[src/rtl/pwm_deadtime.sv]
// Complementary gate driver with programmable dead time on every edge of pwm_in.
// Pulses shorter than the dead time are swallowed. Switching starts only from a low input after en.
module pwm_deadtime #(
   parameter int DT_WIDTH = 6
) (
   input  logic                sys_clk,
   input  logic                rst_n,
   input  logic                pwm_in,
   input  logic                en,
   input  logic                dt_wr,
   input  logic [DT_WIDTH-1:0] dead_time_in,
   output logic                out_hi,
   output logic                out_lo,
   output logic                dt_busy
);

   localparam logic [2:0] S_OFF     = 3'd0;
   localparam logic [2:0] S_LO_ON   = 3'd1;
   localparam logic [2:0] S_DT_RISE = 3'd2;
   localparam logic [2:0] S_HI_ON   = 3'd3;
   localparam logic [2:0] S_DT_FALL = 3'd4;

   localparam logic [DT_WIDTH-1:0] DT_ONE = {{(DT_WIDTH-1){1'b0}}, 1'b1};

   logic [2:0]          state_q, state_d;
   logic [DT_WIDTH-1:0] dt_q, dt_d;
   logic [DT_WIDTH-1:0] cnt_q, cnt_d;
   logic                lock_q, lock_d;
   logic                hi_q, hi_d;
   logic                lo_q, lo_d;
   logic                busy_q, busy_d;

   // Dead-time register: one capture per dt_wr high period, zero clamps to one cycle.
   always_comb begin
      dt_d   = dt_q;
      lock_d = dt_wr;
      if (dt_wr && !lock_q) begin
         dt_d = (dead_time_in == '0) ? DT_ONE : dead_time_in;
      end
   end

   always_comb begin
      state_d = state_q;
      cnt_d   = cnt_q;
      if (!en) begin
         state_d = S_OFF;
         cnt_d   = '0;
      end else begin
         case (state_q)
            S_OFF: begin
               if (!pwm_in) state_d = S_LO_ON;
            end
            S_LO_ON: begin
               if (pwm_in) begin
                  state_d = S_DT_RISE;
                  cnt_d   = dt_q;
               end
            end
            S_DT_RISE: begin
               if (!pwm_in)             state_d = S_LO_ON;
               else if (cnt_q > DT_ONE) cnt_d   = cnt_q - DT_ONE;
               else                     state_d = S_HI_ON;
            end
            S_HI_ON: begin
               if (!pwm_in) begin
                  state_d = S_DT_FALL;
                  cnt_d   = dt_q;
               end
            end
            S_DT_FALL: begin
               if (pwm_in)              state_d = S_HI_ON;
               else if (cnt_q > DT_ONE) cnt_d   = cnt_q - DT_ONE;
               else                     state_d = S_LO_ON;
            end
            default: state_d = S_OFF;
         endcase
      end
   end

   // Outputs decode the next state so they are registered yet switch on the deciding edge.
   always_comb begin
      hi_d   = (state_d == S_HI_ON);
      lo_d   = (state_d == S_LO_ON);
      busy_d = (state_d == S_DT_RISE) || (state_d == S_DT_FALL);
   end

   always_ff @(posedge sys_clk or negedge rst_n) begin
      if (!rst_n) begin
         state_q <= S_OFF;
         dt_q    <= DT_ONE;
         cnt_q   <= '0;
         lock_q  <= 1'b0;
         hi_q    <= 1'b0;
         lo_q    <= 1'b0;
         busy_q  <= 1'b0;
      end else begin
         state_q <= state_d;
         dt_q    <= dt_d;
         cnt_q   <= cnt_d;
         lock_q  <= lock_d;
         hi_q    <= hi_d;
         lo_q    <= lo_d;
         busy_q  <= busy_d;
      end
   end

   assign out_hi  = hi_q;
   assign out_lo  = lo_q;
   assign dt_busy = busy_q;

endmodule

[config.mk]
export PLATFORM = sky130hd
export DESIGN_NAME = pwm_deadtime
export DESIGN_NICKNAME = d
export VERILOG_FILES = /design/src/rtl/pwm_deadtime.sv
export SDC_FILE = /design/constraint.sdc
export NUM_CORES = 1
export LEC_CHECK = 0
export CAP_MARGIN = 30
export CORE_MARGIN = 10
export CORE_UTILIZATION = 50
export DETAILED_ROUTE_END_ITERATION = 10
export PLACE_DENSITY = 0.79
export REMOVE_ABC_BUFFERS = 1
export SLEW_MARGIN = 20
export SYNTH_ARGS = -nofsm -noshare
export SYNTH_HDL_FRONTEND = slang
export SYNTH_SLANG_ARGS = --single-unit
export TNS_END_PERCENT = 30
[constraint.sdc]
create_clock -name sys_clk -period 4.41 [get_ports sys_clk]
set_input_delay 0.882 -clock sys_clk [delete_from_list [all_inputs] [get_ports sys_clk]]
set_output_delay 0.882 -clock sys_clk [all_outputs]
set_load 0.02 [all_outputs]
# Yosys cells after proc, flatten, opt, wreduce, memory -nomap -nowiden
# Cells that the tools add are included.
# W data, S select, Z words.
dict set report op_classes {
  n_addsub 1
  n_mul 0
  div_mod_pow 0
  n_lt_le_gt_ge 1
  n_eq_ne 13
  shift 0
  muxes 17
  n_bitwise 0
  n_reduce_logical 6
}
# op n
set op_table {}
lappend op_table {{$mux W6} 7}
lappend op_table {{$mux W3} 8}
lappend op_table {{$pmux W6 S4} 1}
lappend op_table {{$pmux W3 S5} 1}
lappend op_table {{$eq A3 B2 Y1 const B} 4}
lappend op_table {{$ne A3 B3 Y1 const B} 4}
lappend op_table {{$eq A3 B1 Y1 const B} 2}
lappend op_table {{$eq A3 B3 Y1 const B} 2}
lappend op_table {{$gt A6 B1 Y1 const B} 1}
lappend op_table {{$logic_not A6 Y1} 1}
lappend op_table {{$sub A6 B1 Y6 const B} 1}
lappend op_table {{$ne A5 B1 Y1 const B} 1}
lappend op_table {{$reduce_and A5 Y1} 1}
lappend op_table {{$logic_not A3 Y1} 1}
lappend op_table {{$logic_and A1 B1 Y1} 1}
lappend op_table {{$logic_not A1 Y1} 1}
lappend op_table {{$logic_or A1 B1 Y1} 1}
dict set report word_totals {
  regBits 19
  latch_bits 0
  ram_bits 0
  romBits 0
  in_bits 11
  out_inout_bits 3
  wordCells 45
  n_memories 0
}

# Longest topological paths before layout
# Gate-level depths: netlist of run 1.
dict set report depth {
  depth_word 7
  mapped_depth 8
  depth_no_buf 7
}

# Worst setup path after synthesis of run 1
# No wires, ideal clock.
dict set report synth_path {
  path_kind {input to register}
  start {in pwm_in}
  end {reg cnt_q[2]}
  setup_time_ns 0.119
  arrival_time_ns 1.859
  required_ns 4.291
  slack_ns 2.433
  cell_stages 6
  n_path_buf 1
  cell_sequence {nor3_1 o211ai_2 and3_1 buf_4 o21a_1 o21a_1}
}
dict set report synth_via {
  elab_chain_cells 2
  elab_cells_between_ends 5
  classes_between {4 x eq/ne; 1 x reduce/logical}
}
# item line
set synth_rtl {}
lappend synth_rtl {{from (decl)} 8} ;# input logic pwm_in,
lappend synth_rtl {{$ne A3 B3 Y1 (no source line)} --}
lappend synth_rtl {{$reduce_and A5 Y1 (no source line) (*)} --}
lappend synth_rtl {{to (signal assigned)} 99} ;# cnt_q <= cnt_d;
lappend synth_rtl {{to (decl)} 27} ;# logic [DT_WIDTH-1:0] cnt_q, cnt_d;
# Mark *: on every way between the ends. The rest lies on a longest branch, timed or not.
# A chain may end at the register's enable or synchronous reset.

# Final worst setup path of run 1
# Ends and elaborated chain as after synthesis.

==> results of run 1 <==
## worst max path at each step
stage                     slack (ps)  startpoint                    to
final                           2120      pwm_in  cnt_q[2]$_DFFE_PN0P_
after global routing            2020      pwm_in  cnt_q[2]$_DFFE_PN0P_
after CTS                       2130      pwm_in  cnt_q[2]$_DFFE_PN0P_
after detailed placement        1810      pwm_in  cnt_q[2]$_DFFE_PN0P_
after global placement          1880      pwm_in  cnt_q[2]$_DFFE_PN0P_
after floorplan                 2490      pwm_in  cnt_q[2]$_DFFE_PN0P_
## metrics by stage
step / cell area (µm²) / utilization, %
floorplan: 1010 / -
finish: 1210 / 60.3
global placement: 1180 / 58.9
detailed placement: 1180 / 58.9
global route: 1210 / 60.3
CTS: 1210 / 60.3
## registers in the layout, summed over array words and instances (netlist names)
| signal | cells |
|---|---|
| cnt_q | 6 |
| dt_busy | 1 |
| dt_q | 6 |
| lock_q | 1 |
| out_hi | 1 |
| out_lo | 1 |
| state_q | 3 |
## Yosys cell counts (3+ instances only)
cell / n / area (µm²)
a21oi_1: 11 / 55.1
or3_1: 4 / 25.0
dfrtp_1: 18 / 450
o21a_1: 3 / 22.5
buf_4: 3 / 22.5
o21ai_1: 4 / 20.0
nor3_1: 3 / 15.0
nor2_1: 10 / 37.5
nand2_1: 11 / 41.3
nand2b_1: 3 / 18.8
mux2_2: 6 / 67.6
## worst reg2reg max path: cells and delay by family, from the launching register on
kind	cells	cell delay (ps)
AOI/OAI and AO/OA	3	490
DFF	1	390
buffers and inverters	1	90
adders and majority gates	1	270
and+or+nand+nor	2	600
## routing by layer
layer / GRT usage [%] / wire, µm / up-vias
met4: 5.50 / 45 / 0
met5: 0 / 0 / -
met2: 17.1 / 1050 / 17
met1: 11.7 / 907 / 391
li1: - / - / 419
met3: 2.03 / 77 / 5
## cell families (layout without fill, tap and decap cells)
group           after synthesis  count (layout)  synth area share, %
mux                           6               6                 6.32
compound gates               30              30                 18.2
simple gates                 45              45                 22.8
buf+inv                       8              19                 5.74
fa+ha+maj                     2               2                 2.34
flops                        19              19                 44.6
## power groups by stage
stage	Combinational [mW]	Clock [mW]	Sequential, mW
floorplan	0.0450	0	0.202
detailed placement	0.0722	0	0.204
global route	0.0807	0.0968	0.203
CTS	0.0723	0.0888	0.200
finish	0.0716	0.0853	0.200
global placement	0.0701	0	0.203
## cell type report
class                   count  area share, %
well taps                  27           2.80
repair buffers             13           10.8
inverters                   2          0.622
multi-input cells          83           44.0
clock buffers               3           1.87
clock inverters             1          0.415
flip-flops and latches     19           39.5
==> results.ini, run 1 <==
[yosys]
synth-seq-cells = 19
ys_types = 36
synth_edf_count = 0
seq_area_frac_synth_pct = 44.6
avgSynthCellArea_um2 = 9.71
netlist_area_mm2 = 0.00107
async_flop_share_pct = 100
ys.warnings.count = 0
syn_inst = 110
synth-main-ff-cell = dfrtp_1

[critical_path]
cp_top_family = buffers and inverters
crit_chain = clkdlybuf4s50_1, nor4bb_1, o21ai_1, and3_1, o21a_1, o21a_1
cp.arrival_ps = 2490
required_ps = 4610
cp_slowest_cell = clkdlybuf4s50_1
path_depth = 6
r2r_cells = 7
critPathCaptureType = flip-flop
critPathMaxStageDelay_ps = 610
critPathBufInv = 1
r2r-end = cnt_q[2]$_DFFE_PN0P_
timing_worst_setup_path_type = in2reg
r2r-start = cnt_q[0]$_DFFE_PN0P_
regToRegSetupSlack_ps = 2470
crit_top_cell = o21a_1
cp-start-kind = primary input
critPathMaxFanout = 8

[floorplan]
core_mm2 = 0.00200
start_util_pct = 53.4
die_area_mm2 = 0.00439
die_y_um = 66.2
ioPinCount = 14
rows = 16
die_w_um = 66.2

[sta]
finalCritPeriodShare_pct = 51.9
finalMaxSlewViolations = 0
fmax_mhz = 437
grt_setup_unrepaired = no
tns_ps = 0
setup_ws_ps = 2120
whs_ps = 518
tightest_slew_ps = 814
hold_viol = 0
min_period_ps = 2290
relSlewSlack_pct = 45.5
setup_viol = 0
finClkSkew_ps = 0.612

[layout]
fin_cells = 148
seqCellArea_um2 = 477
layout-drive-gt1-share_pct = 13.2
fillCellCount = 172
multiInputGateArea_um2 = 531
antennaDiodeCount = 0
final_common_cell = dfrtp_1
final_nets = 135
mostFrequentLayoutCells = dfrtp_1 (18), clkdlybuf4s50_1 (13), nand2_1 (11), a21oi_1 (11), nor2_1 (10)
area_growth_pct = 12.9

[clock_network]
cts_tree = yes
post_cts_buffers = 0
cts_buffer_depth = 2
clk_transition_reported_paths_ps = 100
clk_latency_ps = 300
cts_root_buf = clkbuf_4
hold_buffers = 0
numCtsBuffers = 3
htreeDepth = 1
numClockSinks = 19
cts-resized-gates = 0

[detailed_routing]
ant_nets = 0
drc = 0
num_vias = 832
vias_per_cell = 5.62
route.detailed.wl_per_inst_um = 14.1
routed_wl_mm = 2.08
drtIter0Drc = 61
firstDrtPassIters = 5

[power_and_ir_drop]
power.net_switching_mw = 0.0983
internal-power_mw = 0.259
pwr-share-clk_pct = 23.9
seq_power_share_pct = 56.1
powerDensity_mw_per_mm2 = 296
p_comb_share_pct = 20.1
power.leakage_nw = 0.514
power_mw = 0.357
switching_share_pct = 27.5
vdd_drop_max_mv = 0.230

[status]
outcome = complete, no violations

[global_route]
antenna_found_initial = 0
overflow = 0
grt_max_degree = 20
grt_first_pass_wirelength_mm = 3.54
grt_pass1_vias = 797
grt_use_total_pct = 10.2

[placed_design]
post-place-ws_ps = 1810
gp_congestion = 0.722
dp_hpwl_mm = 1.63
place_inst = 144
portBuffers = 13

[min_path]
min_to = dt_q[4]$_DFFE_PN0P_
hp-start = dt_q[4]$_DFFE_PN0P_
worstHoldPathType = reg2reg
hold_depth = 1

[job]
drv_cap = 0

Note: power is estimated with default switching activity, not from simulation.
==> run 2, diff against run 1 <==
clock period = 2.2 ns   (was 4.41 ns; I/O delays follow)
==> results.ini, run 2 (synthesis gave the netlist of run 1 again) <==
[critical_path]
cp_slowest_cell = or4_4
critPathCaptureType = flip-flop
critPathMaxStageDelay_ps = 590  ; -20 ps
r2r_cells = 5  ; -2
critPathMaxFanout = 7  ; -1
timing_worst_setup_path_type = reg2reg
required_ps = 2390  ; -2220 ps
crit_chain = or4_4, o211ai_2, and3_1, o21ai_1, and3_1
cp.arrival_ps = 2110  ; -380 ps
r2r-start = cnt_q[3]$_DFFE_PN0P_
r2r-end = cnt_q[0]$_DFFE_PN0P_
crit_top_cell = and3_1
cp-start-kind = flip-flop
regToRegSetupSlack_ps = 280  ; -2190 ps

[power_and_ir_drop]
powerDensity_mw_per_mm2 = 583  ; +97%
vdd_drop_max_mv = 0.515  ; +120%
power_mw = 0.721  ; +100%
power.leakage_nw = 0.534  ; +3.9%

[layout]
area_growth_pct = 15.7
antennaDiodeCount = 0  ; unchanged
final_cell_area_mm2 = 0.00124  ; +2.5%
reg_top3 = cnt_q x6, dt_q x6, state_q x3
fin_cells = 152  ; +2.7%
mostFrequentLayoutCells = dfrtp_1 (18), clkdlybuf4s50_1 (13), nand2_1 (11), a21oi_1 (11), nor2_1 (10)
layout-drive-gt1-share_pct = 16.0  ; +2.8 points
final_common_cell = dfrtp_1
final_nets = 139  ; +3.0%

[clock_network]
clk_latency_ps = 290  ; about the same
cts_buffer_depth = 2  ; unchanged
htreeDepth = 1  ; unchanged
clk_transition_reported_paths_ps = 110  ; about the same
cts_tree = yes
numClockSinks = 19  ; unchanged
cts_root_buf = clkbuf_4
numCtsBuffers = 3  ; unchanged
hold_buffers = 0  ; unchanged
post_cts_buffers = 0  ; unchanged
cts-resized-gates = 0  ; unchanged

[global_route]
busiest_layer = met2
grtUsageMet2_pct = 17.7  ; +0.60 points
grt_first_pass_wirelength_mm = 3.73  ; +5.3%
antenna_found_initial = 0  ; unchanged
grt_use_met3_pct = 1.69  ; -0.34 points
grt_pass1_vias = 879  ; +10%
overflow = 0  ; unchanged
grt_max_degree = 20  ; unchanged
grtUsageMet1_pct = 12.3  ; +0.56 points
grt_use_total_pct = 10.5  ; +0.30 points

[detailed_routing]
routed_wl_mm = 2.06  ; -0.91%
drtIter0Drc = 81  ; +33%
ant_nets = 0  ; unchanged
route.detailed.wl_per_inst_um = 13.6  ; -3.5%
vias_per_cell = 5.55  ; -1.2%
num_vias = 844  ; +1.4%
drc = 0  ; unchanged
firstDrtPassIters = 4  ; -1

[floorplan]
core_mm2 = 0.00200  ; unchanged
die_y_um = 66.2  ; unchanged
rows = 16  ; unchanged
die_area_mm2 = 0.00439  ; unchanged
ioPinCount = 14  ; unchanged
start_util_pct = 53.4  ; unchanged
die_w_um = 66.2  ; unchanged

[job]
drv_cap = 0  ; unchanged

[sta]
grt_setup_unrepaired = no
relSlewSlack_pct = 72.9  ; +27 points
tns_ps = 0  ; unchanged
finalCritPeriodShare_pct = 87.4
finClkSkew_ps = 4.97  ; +4.35 ps
tightest_slew_ps = 406  ; -409 ps
min_period_ps = 1920
finalMaxSlewViolations = 0  ; unchanged
setup_viol = 0  ; unchanged
hold_viol = 0  ; unchanged
fmax_mhz = 520

[placed_design]
place_inst = 148  ; +2.8%
gp_congestion = 0.854  ; +18%
portBuffers = 13  ; unchanged
placed_area_mm2 = 0.00121  ; +2.5%
dp_hpwl_mm = 1.62  ; -0.39%

[status]
outcome = complete, no violations

[min_path]
worstHoldPathType = in2async

run 2: area by class of cell:
type                       instances  area [µm²]
fill                             181         766
multi-input combinational         83         531
sequential                        19         477
timing repair buffer              17         160
tap                               27        33.8
clock buffer                       3        22.5
inverter                           2        7.51
clock inverter                     1        5.00
run 2: how the worst max path moves through the flow:
stage / slack [ps] / endpoint / from
2_1_floorplan: 450 / cnt_q[0]$_DFFE_PN0P_ / cnt_q[3]$_DFFE_PN0P_
3_3_place_gp: 200 / cnt_q[2]$_DFFE_PN0P_ / pwm_in
3_5_place_dp: 140 / cnt_q[2]$_DFFE_PN0P_ / pwm_in
4_1_cts: 280 / cnt_q[2]$_DFFE_PN0P_ / cnt_q[0]$_DFFE_PN0P_
5_1_grt: 190 / cnt_q[2]$_DFFE_PN0P_ / cnt_q[0]$_DFFE_PN0P_
6_report: 280 / cnt_q[0]$_DFFE_PN0P_ / cnt_q[3]$_DFFE_PN0P_
run 2: power by group:
group | total (mW) | internal [mW] | switching [mW]
logic | 0.149 | 0.0770 | 0.0716
registers | 0.401 | 0.379 | 0.0227
clock network | 0.171 | 0.0676 | 0.103
total | 0.721 | 0.523 | 0.198
run 2: critical path: cells and delay by family, from the launching register on:
family | cells | cell delay, ps
AO/OA/AOI/OAI | 2 | 300
AND/OR/NAND/NOR | 3 | 1070
flip-flops | 1 | 450
run 2: stage by stage:
stage	setup slack, ps	hold WS [ps]	utilization [%]
after detailed placement	145	501	60.4
after global placement	199	496	60.4
final	278	470	61.8
after CTS	279	471	61.8
after global routing	188	478	61.8
after floorplan	451	144	-
run 2: layer usage:
| metal | up-vias | share of wire, % |
|---|---|---|
| met4 | 0 | 0.78 |
| met2 | 19 | 51 |
| met1 | 401 | 45 |
| met5 | - | 0 |
| met3 | 2 | 2.8 |
| li1 | 422 | - |
